===== config.mk =====
export PLATFORM = sky130hd
export DESIGN_NAME = fetch_sequencer
export DESIGN_NICKNAME = d
export VERILOG_FILES = /design/src/rtl/pc_pkg.sv /design/src/rtl/fetch_queue.sv /design/src/rtl/fetch_sequencer.sv
export SDC_FILE = /design/constraint.sdc
export NUM_CORES = 1
export LEC_CHECK = 0
export ABC_AREA = 1
export BUFFER_PORTS_ARGS = -buffer_cell sky130_fd_sc_hd__buf_2
export CAP_MARGIN = 20
export CORE_AREA = 2 2 102 154
export DETAILED_ROUTE_END_ITERATION = 12
export DIE_AREA = 0 0 104 156
export GPL_TIMING_DRIVEN = 0
export PLACE_DENSITY = 0.85
export SYNTH_ARGS = -nofsm -noshare
export SYNTH_HDL_FRONTEND = slang
export SYNTH_SLANG_ARGS = --single-unit

===== constraint.sdc =====
create_clock -name clock -period 11.7 [get_ports clock]
set_clock_uncertainty 0.05 [all_clocks]
set_input_delay 1.17 -clock clock [delete_from_list [all_inputs] [get_ports clock]]
set_output_delay 1.17 -clock clock [all_outputs]
set_load 0.01 [all_outputs]

===== src/rtl/pc_pkg.sv =====
// Shared types and constants for the instruction-fetch path.
package pc_pkg;

  localparam logic [31:0] RESET_PC_DEFAULT = 32'h0000_0000;
  localparam logic [31:0] PC_INCR          = 32'd4;

  typedef enum logic [1:0] {
    FS_REQ,
    FS_WAIT,
    FS_DROP
  } fetch_state_t;

  typedef struct packed {
    logic [31:0] pc;
    logic [31:0] instr;
  } fetch_entry_t;

  function automatic logic [31:0] align_pc(input logic [31:0] addr);
    return {addr[31:2], 2'b00};
  endfunction

endpackage


===== src/rtl/fetch_queue.sv =====
// Small FIFO of fetched {pc, instr} entries with flush; head reads as zero when empty.
module fetch_queue
  import pc_pkg::*;
#(
  parameter int QUEUE_DEPTH = 2,
  localparam int CW = $clog2(QUEUE_DEPTH + 1)
) (
  input  logic         clock,
  input  logic         reset,
  input  logic         push,
  input  fetch_entry_t push_entry,
  input  logic         pop,
  input  logic         flush,
  output fetch_entry_t head,
  output logic [CW-1:0] count,
  output logic         empty,
  output logic         full
);

  localparam int PW = (QUEUE_DEPTH > 1) ? $clog2(QUEUE_DEPTH) : 1;

  fetch_entry_t  mem [QUEUE_DEPTH];
  logic [PW-1:0] rd_ptr_reg;
  logic [PW-1:0] wr_ptr_reg;
  logic [CW-1:0] count_reg;
  logic          do_push;
  logic          do_pop;

  function automatic logic [PW-1:0] next_ptr(input logic [PW-1:0] p);
    return (p == PW'(QUEUE_DEPTH - 1)) ? '0 : p + PW'(1);
  endfunction

  assign empty   = (count_reg == '0);
  assign full    = (count_reg == CW'(QUEUE_DEPTH));
  assign count   = count_reg;
  assign do_pop  = pop && !empty;
  assign do_push = push && (!full || do_pop);

  // Masked so dec_pc/dec_instr read zero out of reset without clearing the array.
  assign head = empty ? '0 : mem[rd_ptr_reg];

  always_ff @(posedge clock or negedge reset) begin
    if (!reset) begin
      rd_ptr_reg <= '0;
      wr_ptr_reg <= '0;
      count_reg  <= '0;
    end else if (flush) begin
      rd_ptr_reg <= '0;
      wr_ptr_reg <= '0;
      count_reg  <= '0;
    end else begin
      if (do_push) wr_ptr_reg <= next_ptr(wr_ptr_reg);
      if (do_pop)  rd_ptr_reg <= next_ptr(rd_ptr_reg);
      case ({do_push, do_pop})
        2'b10:   count_reg <= count_reg + CW'(1);
        2'b01:   count_reg <= count_reg - CW'(1);
        default: count_reg <= count_reg;
      endcase
    end
  end

  always_ff @(posedge clock) begin
    if (do_push && !flush) mem[wr_ptr_reg] <= push_entry;
  end

endmodule


===== src/rtl/fetch_sequencer.sv =====
// Fetch PC register and request FSM: one outstanding imem request, queued
// responses to decode, and redirect handling with stale-response discard.
module fetch_sequencer
  import pc_pkg::*;
#(
  parameter logic [31:0] RESET_PC    = RESET_PC_DEFAULT,
  parameter int          QUEUE_DEPTH = 2
) (
  input  logic        clock,
  input  logic        reset,
  output logic        imem_req_valid,
  output logic [31:0] imem_req_addr,
  input  logic        imem_req_ready,
  input  logic        imem_rsp_valid,
  input  logic [31:0] imem_rsp_data,
  input  logic        redirect_valid,
  input  logic [31:0] redirect_pc,
  output logic        dec_valid,
  output logic [31:0] dec_pc,
  output logic [31:0] dec_instr,
  input  logic        dec_ready,
  output logic [31:0] pc_out
);

  localparam int QCW = $clog2(QUEUE_DEPTH + 1);

  fetch_state_t   state_reg;
  logic [31:0]    pc_reg;
  logic [31:0]    req_pc_reg;
  logic           req_en_reg;

  logic           req_fire;
  logic           q_push;
  logic           q_pop;
  logic           q_empty;
  logic           q_full;
  logic [QCW-1:0] q_count;
  fetch_entry_t   q_head;
  fetch_entry_t   q_push_entry;

  // req_en_reg keeps the request low while reset is held.
  assign imem_req_valid = req_en_reg && (state_reg == FS_REQ) &&
                          (q_count < QCW'(QUEUE_DEPTH));
  assign imem_req_addr  = pc_reg;
  assign pc_out         = pc_reg;
  assign req_fire       = imem_req_valid && imem_req_ready;

  assign q_push       = (state_reg == FS_WAIT) && imem_rsp_valid && !redirect_valid;
  assign q_push_entry = '{pc: req_pc_reg, instr: imem_rsp_data};
  assign q_pop        = dec_valid && dec_ready;

  assign dec_valid = !q_empty;
  assign dec_pc    = q_head.pc;
  assign dec_instr = q_head.instr;

  fetch_queue #(
    .QUEUE_DEPTH (QUEUE_DEPTH)
  ) u_fetch_queue (
    .clock      (clock),
    .reset      (reset),
    .push       (q_push),
    .push_entry (q_push_entry),
    .pop        (q_pop),
    .flush      (redirect_valid),
    .head       (q_head),
    .count      (q_count),
    .empty      (q_empty),
    .full       (q_full)
  );

  always_ff @(posedge clock or negedge reset) begin
    if (!reset) begin
      state_reg  <= FS_REQ;
      pc_reg     <= RESET_PC;
      req_pc_reg <= RESET_PC;
      req_en_reg <= 1'b0;
    end else begin
      req_en_reg <= 1'b1;
      if (req_fire) req_pc_reg <= pc_reg;

      if (redirect_valid)  pc_reg <= align_pc(redirect_pc);
      else if (req_fire)   pc_reg <= pc_reg + PC_INCR;

      // A redirect turns the in-flight response stale unless it lands this very cycle.
      case (state_reg)
        FS_REQ: begin
          if (req_fire) state_reg <= redirect_valid ? FS_DROP : FS_WAIT;
        end
        FS_WAIT: begin
          if (imem_rsp_valid)      state_reg <= FS_REQ;
          else if (redirect_valid) state_reg <= FS_DROP;
        end
        FS_DROP: begin
          if (imem_rsp_valid) state_reg <= FS_REQ;
        end
        default: state_reg <= FS_REQ;
      endcase
    end
  end

  a_no_rsp_in_req: assert property (@(posedge clock) disable iff (!reset)
    !(imem_rsp_valid && state_reg == FS_REQ));

  a_no_overflow: assert property (@(posedge clock) disable iff (!reset)
    !(q_push && q_full && !q_pop));

endmodule

==> results of run 1 <==
==> power groups by stage <==
stage	combinational [mW]	sequential, mW	clock (mW)
3_3_place_gp	0.420	0.909	0
6_report	0.442	0.907	0.573
2_1_floorplan	0.261	0.898	0
4_1_cts	0.445	0.905	0.579
3_5_place_dp	0.436	0.917	0
5_1_grt	0.489	0.918	0.606
==> worst paths after layout <==
path / to / slack, ps
worst max-delay path: dec_pc[20] / 8450
worst min-delay path: u_fetch_queue.mem[1][49] / 420
worst max register to register: u_fetch_queue.mem[0][7] / 9330
worst min register to register: u_fetch_queue.mem[1][49] / 420
max in group asynchronous: u_fetch_queue.rd_ptr_reg / 10240
min in group asynchronous: req_pc_reg[25] / 810
==> placed cells by master, fill, tap and decap left out, types with 2 or more instances in the layout <==
master	synthesis	routed
nand2_1	300	300
buf_2	6	195
edfxtp_1	124	124
dfrtp_1	67	67
a21oi_1	65	65
inv_1	62	62
o21ai_0	56	56
nand3_1	54	54
buf_4	39	40
nor2_1	41	39
clkbuf_1	21	22
clkbuf_16	0	19
nor2_4	6	8
conb_1	2	7
o211ai_1	6	6
nor2_2	4	4
buf_1	3	3
nand2_2	3	3
inv_6	0	3
inv_2	2	2
xor2_1	2	2
inv_4	1	2
nand4_1	2	2
and2_1	2	2
clkbuf_8	0	2
clkinv_4	0	2
clkinv_1	0	2
buf_12	0	2
buf_16	0	2
==> layer usage <==
layer  up-vias  share of wire (%)
met4         0                3.1
met2       288                 54
met1      3189                 37
met3        46                5.7
met5         -                  0
li1       3302                  -
==> kinds of logic after synthesis <==
logic type      Yosys count  synth area share (%)
compound gates          130                 7.881
xor+xnor                  3                0.3082
other cells               2               0.08809
simple gates            417                 20.50
fa+ha+maj                 1                0.1467
flops                   191                 63.34
buf+inv                 134                 7.734
==> layout make-up <==
cell class                      count  area, um^2  share of cell area [%]
Sequential cell                   191        5400                   51.63
Multi-Input combinational cell    558        2500                   23.90
Timing Repair Buffer              194        1049                   10.03
Clock buffer                       22       506.7                   4.845
Buffer                             69       412.9                   3.948
Tap cell                          199       249.0                   2.381
Inverter                           65       246.5                   2.357
Clock inverter                     10       95.09                  0.9092
==> impl_results.md, run 1 <==
* Register area share after synthesis at 63.34%
* Post-Synthesis Cells at a little under 900
* Relative slew slack at a little over two fifths
* Routability cong. at roughly 0.9
* Max-capacitance violation count at 0
* Async SR Flop Fraction at about a third
* Detailed Routing Iterations Pass 1 at 5
* Crit Path Max Fanout at 10
* Synth top area cells: edfxtp_1, dfrtp_1, nand2_1, a21oi_1, buf_4
* Sinks on the clock net at around 190
* Worst hold path cell count at 0
* Fill cells at 1101
* CTS buffer count at 17
* Post-route cell area at between 10000 and 15000 um^2
* Port Buffers at 190
* Largest net degree at the start of global routing at 68
* Synth top cells by count: nand2_1, edfxtp_1, dfrtp_1
* Crit path DAT at around 2000 ps
* Worst hold start: req_pc_reg[17]
* Static leakage at approximately 4.7 nW
* Combinational power share at a little under a quarter
* Clk network pwr share at between 20 and 30%
* NetSw at 0.5990 mW
* Drt drc at 0
* Antenna cells at 0
* Root Driver: clkbuf_16
* Actual slew at the worst max-slew pin at ~850 ps
* EDFF count, synth at about 120
* GRT Overall Usage at about a quarter
* # IOs at 200
* Vias in the first global route at between 6000 and 7000
* CP Launch Point: u_fetch_queue.rd_ptr_reg
* Tot Pwr at just under 2 mW
* Fin crit period at between 3000 and 4000 ps
* GR met2 Demand/Resource at between 40 and 50%
* Internal Power at approximately 1.3 mW
* Initial antenna violation count at 0
* DRT iter0 DRCs at roughly 500
* Met3 usage at approximately 4.5%
* GRT met1 Usage at between 20% and 30%
* Reg2reg start: state_reg[1]
* Vias per cell at ~5.2
* Final Non-Filler Cells at roughly 1300
* Post-Place Setup Slack at 8497 ps
* Period Utilization, post-route at between 20 and 30%
* Post-CTS setup buffer count at 0
* Top_reg_cell synth: edfxtp_1
* Area delta synth->final at 22.67%
* Most Crowded Layer GR: met2
* Placed cell area at approximately 9900 um^2
* Hold Slack at 424.0 ps
* Layout cells sized above 1 at a little over a quarter
* Yosys top cell area share at about 44%
* CP Depth at 5
* Post-CTS Resized at 0
* Residual overflow from global routing at 0
* Top-count cell post-synth: nand2_1
* Setup-failing EPs final at 0
* Final ANT Viol Nets at 0
* Number of flip-flops under the largest register name at 124
* Pwr/cell area at roughly 180 nW/um^2
* Post-DP HPWL at 14.65 mm
* Die ar. at about 16000 um^2
* Vias at roughly 6800
* Worst vdd ir at around 100 uV
* Mean Syn Cell Area at ~10 um^2
* Register bit total from synthesis at between 150 and 200
* Drt wl/cell at roughly 16 um
* Post-detailed-routing wire length at 20.51 mm
* Final net count at approximately 1200
* Core Util, Final at 70.36%
* Slowest cell delay on critical path at between 400 and 500 ps
* Global-route wire length before repair at between 30 and 40 mm
* YS warnings at 0
* Setup crit end kind: output pin
* Switch share at 31.15%
* Fmax at a little over 0.3 GHz
* Hold Crit Class: flip-flop to flip-flop
* CTS tree: done
* # rows at 55
* Die Y at roughly 160 um
* Hold Buf Count CTS at 0
* Worst reg2reg path depth at 6
* Max-slew violations at 0
* Final worst setup slack at ~8400 ps
* CTS clk-pin slew, worst paths at 70 ps
* # H-tree levels at 4
* # placed instances at between 1000 and 1500
* Buffer and inverter count on the worst path at 3
* Placeable Area at between 10000 and 15000 um^2
* Critical Path Start Type: flip-flop
* Cell Area, Synth at between 8000 and 9000 um^2
* Final hold vios at 0
* Initial Utilization at a little under three fifths
* Sequential share of power at about 47%
* Status: finished, final reports clean
* Critical Path Most Common Cell: buf_2
* Unrepaired setup endpoints after global routing: false
* Clk_lat worst skew at between 400 and 500 ps
* Setup TNS at 0 ps
* Max Root-Sink Buffers at 2
* Crit-path cells: buf_2 -> clkbuf_1 -> nand2_1 -> a21oi_1 -> buf_2
* Largest area contributor in the netlist: edfxtp_1
* Die X at between 100 and 150 um
* Crit path required time at roughly 10000 ps
* CP max-delay cell: clkbuf_1
* Yosys cell types at 32
* Crit path max-delay family: buffers and inverters
* Setup CP Type: flip-flop to output pin
No activity file was read; power rests on OpenSTA's default activity.
==> run 2, diff against run 1 <==
--- a/config.mk
+++ b/config.mk
@@ -8,11 +8,11 @@
 export ABC_AREA = 1
 export BUFFER_PORTS_ARGS = -buffer_cell sky130_fd_sc_hd__buf_2
 export CAP_MARGIN = 20
-export CORE_AREA = 2 2 102 154
+export CORE_AREA = 2 2 106 159
 export DETAILED_ROUTE_END_ITERATION = 12
-export DIE_AREA = 0 0 104 156
+export DIE_AREA = 0 0 108 161
 export GPL_TIMING_DRIVEN = 0
-export PLACE_DENSITY = 0.85
+export PLACE_DENSITY = 0.8
 export SYNTH_ARGS = -nofsm -noshare
 export SYNTH_HDL_FRONTEND = slang
 export SYNTH_SLANG_ARGS = --single-unit
==> constraint.sdc (replaced) <==
create_clock -name clock -period 3.2 [get_ports clock]
set_clock_uncertainty 0.05 [all_clocks]
set_input_delay 0.32 -clock clock [delete_from_list [all_inputs] [get_ports clock]]
set_output_delay 0.32 -clock clock [all_outputs]
set_load 0.01 [all_outputs]
==> impl_results.md, run 2 (synthesis gave the netlist of run 1 again) <==
* Vias in the first global route at between 6000 and 7000
* Commonest non-fill, non-tap cells in the layout: nand2_1, buf_2, edfxtp_1
* Largest net degree at the start of global routing at between 60 and 70
* Status: finished, final reports clean
* Area delta synth->final at 22.73%
* Max-slew violations at 0
* Final ANT Viol Nets at 0
* Initial antenna violation count at 0
* Placed cell area at roughly 10000 um^2
* Post-Place Setup Slack at 601.0 ps
* Slowest cell delay on critical path at 620 ps
* CP max-delay cell: nor2_4
* # IOs at 200
* Period Utilization, post-route at between 80 and 90%
* Post-route cell area at approximately 10000 um^2
* CTS clk-pin slew, worst paths at roughly 70 ps
* Detailed Routing Iterations Pass 1 at 5
* Worst vdd ir at approximately 370 uV
* Critical Path Start Type: flip-flop
* DRT iter0 DRCs at ~490
* Antenna cells at 0
* Tot Pwr at approximately 7.0 mW
* Sinks on the clock net at around 190
* # rows at 57
* Fill cells at 1261
* Drt drc at 0
* Actual slew at the worst max-slew pin at 848.3 ps
* Die ar. at ~17000 um^2
* Fmax at 0.3889 GHz
* Final hold vios at 0
* Core Util, Final at 65.21%
* Final net count at around 1200
* Vias per cell at 5.062
* Area occupied by registers at approximately 5400 um^2
* Die Y at between 150 and 200 um
* Die X at approximately 110 um
* Final Non-Filler Cells at 1316
* Residual overflow from global routing at 0
* Final worst setup slack at approximately 630 ps
* Layout cells sized above 1 at 26.22%
* Setup-failing EPs final at 0
* Crit path DAT at 2640 ps
* Pwr/cell area at between 600 and 700 nW/um^2
* Relative slew slack at 43.45%
* CTS tree: done
* Max-capacitance violation count at 0
* Initial Utilization at between 50% and 60%
* Post-detailed-routing wire length at approximately 20 mm
* Crit Path Max Fanout at 25
* Clk_lat worst skew at approximately 420 ps
* Global-route wire length before repair at ~32 mm
* Setup CP Type: flip-flop to flip-flop
* Port Buffers at 190
* Area occupied by multi-input gates at between 2000 and 2500 um^2
* Post-DP HPWL at about 14 mm
* Critical Path Most Common Cell: nor2_1
* GRT Overall Usage at around a quarter
* Setup crit end kind: flip-flop
* Hold Crit Class: input port to flip-flop
* Unrepaired setup endpoints after global routing: false
* Fin crit period at 2571 ps
* Crit path required time at roughly 3300 ps
* Static leakage at roughly 4.7 nW
* Worst R2R Setup Slack at 630 ps
* Most common cell after layout, fill and taps aside: nand2_1
* Number of flip-flops under the largest register name at 124
* # placed instances at 1283
* Crit-path cells: inv_1 -> nor2_1 -> nand2_1 -> nor2_1 -> o21ai_1 -> nor2_4 -> buf_16 -> buf_12
* Drt wl/cell at between 15 and 20 um
* Root Driver: clkbuf_16
* CTS buffer count at 17
* # H-tree levels at 4
* Vias at 6661
* Routability cong. at between 0.9 and 1
* Placeable Area at roughly 16000 um^2
* Max Root-Sink Buffers at 2
run 2: per-layer routing:
layer	global-route usage (%)	vias to the layer above	routed length, um
li1	-	3306	-
met3	4.278	40	1031
met1	27.49	3076	7726
met2	42.97	239	10860
met4	9.033	0	546
met5	0	-	0
run 2: per-stage QoR:
| stage | hold WS, ps | TNS (ps) |
|---|---|---|
| 6_report | 28.44 | 0 |
| 5_1_grt | 11.60 | 0 |
| 4_1_cts | 18.45 | 0 |
| 3_5_place_dp | 408.5 | 0 |
| 3_3_place_gp | 398.0 | -291840 |
| 2_1_floorplan | -25.59 | -106890 |
run 2: final timing paths:
path,start,end,cells after the start
max,state_reg[0],u_fetch_queue.mem[0][57],8
max reg2reg,state_reg[0],u_fetch_queue.mem[0][57],8
min,imem_rsp_data[21],u_fetch_queue.mem[0][21],1
min in group asynchronous,reset,imem_req_addr[24],2
max in group asynchronous,reset,u_fetch_queue.rd_ptr_reg,2
min reg2reg,req_pc_reg[24],u_fetch_queue.mem[1][56],0
run 2: timing repair:
item / CTS / global route
buffers inserted: 0 / 0
setup endpoints to repair: 0 / 0
hold endpoints to repair: 67 / 0
hold buffers: 1 / 0
gates resized for setup: 0 / 0
run 2: cell type report:
class                           instances  share of cell area (%)
Clock buffer                           19                   4.137
Clock inverter                         13                   1.483
Multi-Input combinational cell        558                   23.89
Buffer                                 69                   3.946
Timing Repair Buffer                  195                   10.12
Tap cell                              206                   2.463
Inverter                               65                   2.356
Sequential cell                       191                   51.61
run 2: critical path: cells and delay by family, from the launching register on:
kind / cells / cell delay [ps]
AOI/OAI and AO/OA: 1 / 250
buffers and inverters: 3 / 510
DFF: 1 / 390
and+or+nand+nor: 4 / 1030
run 2: power by group:
part	total, mW	leakage (nW)	switching (mW)	internal (mW)
clock	2.11	0.282	0.938	1.17
sequential	3.32	1.96	0.297	3.02
combinational	1.60	2.42	0.991	0.606
total	7.02	4.66	2.23	4.80
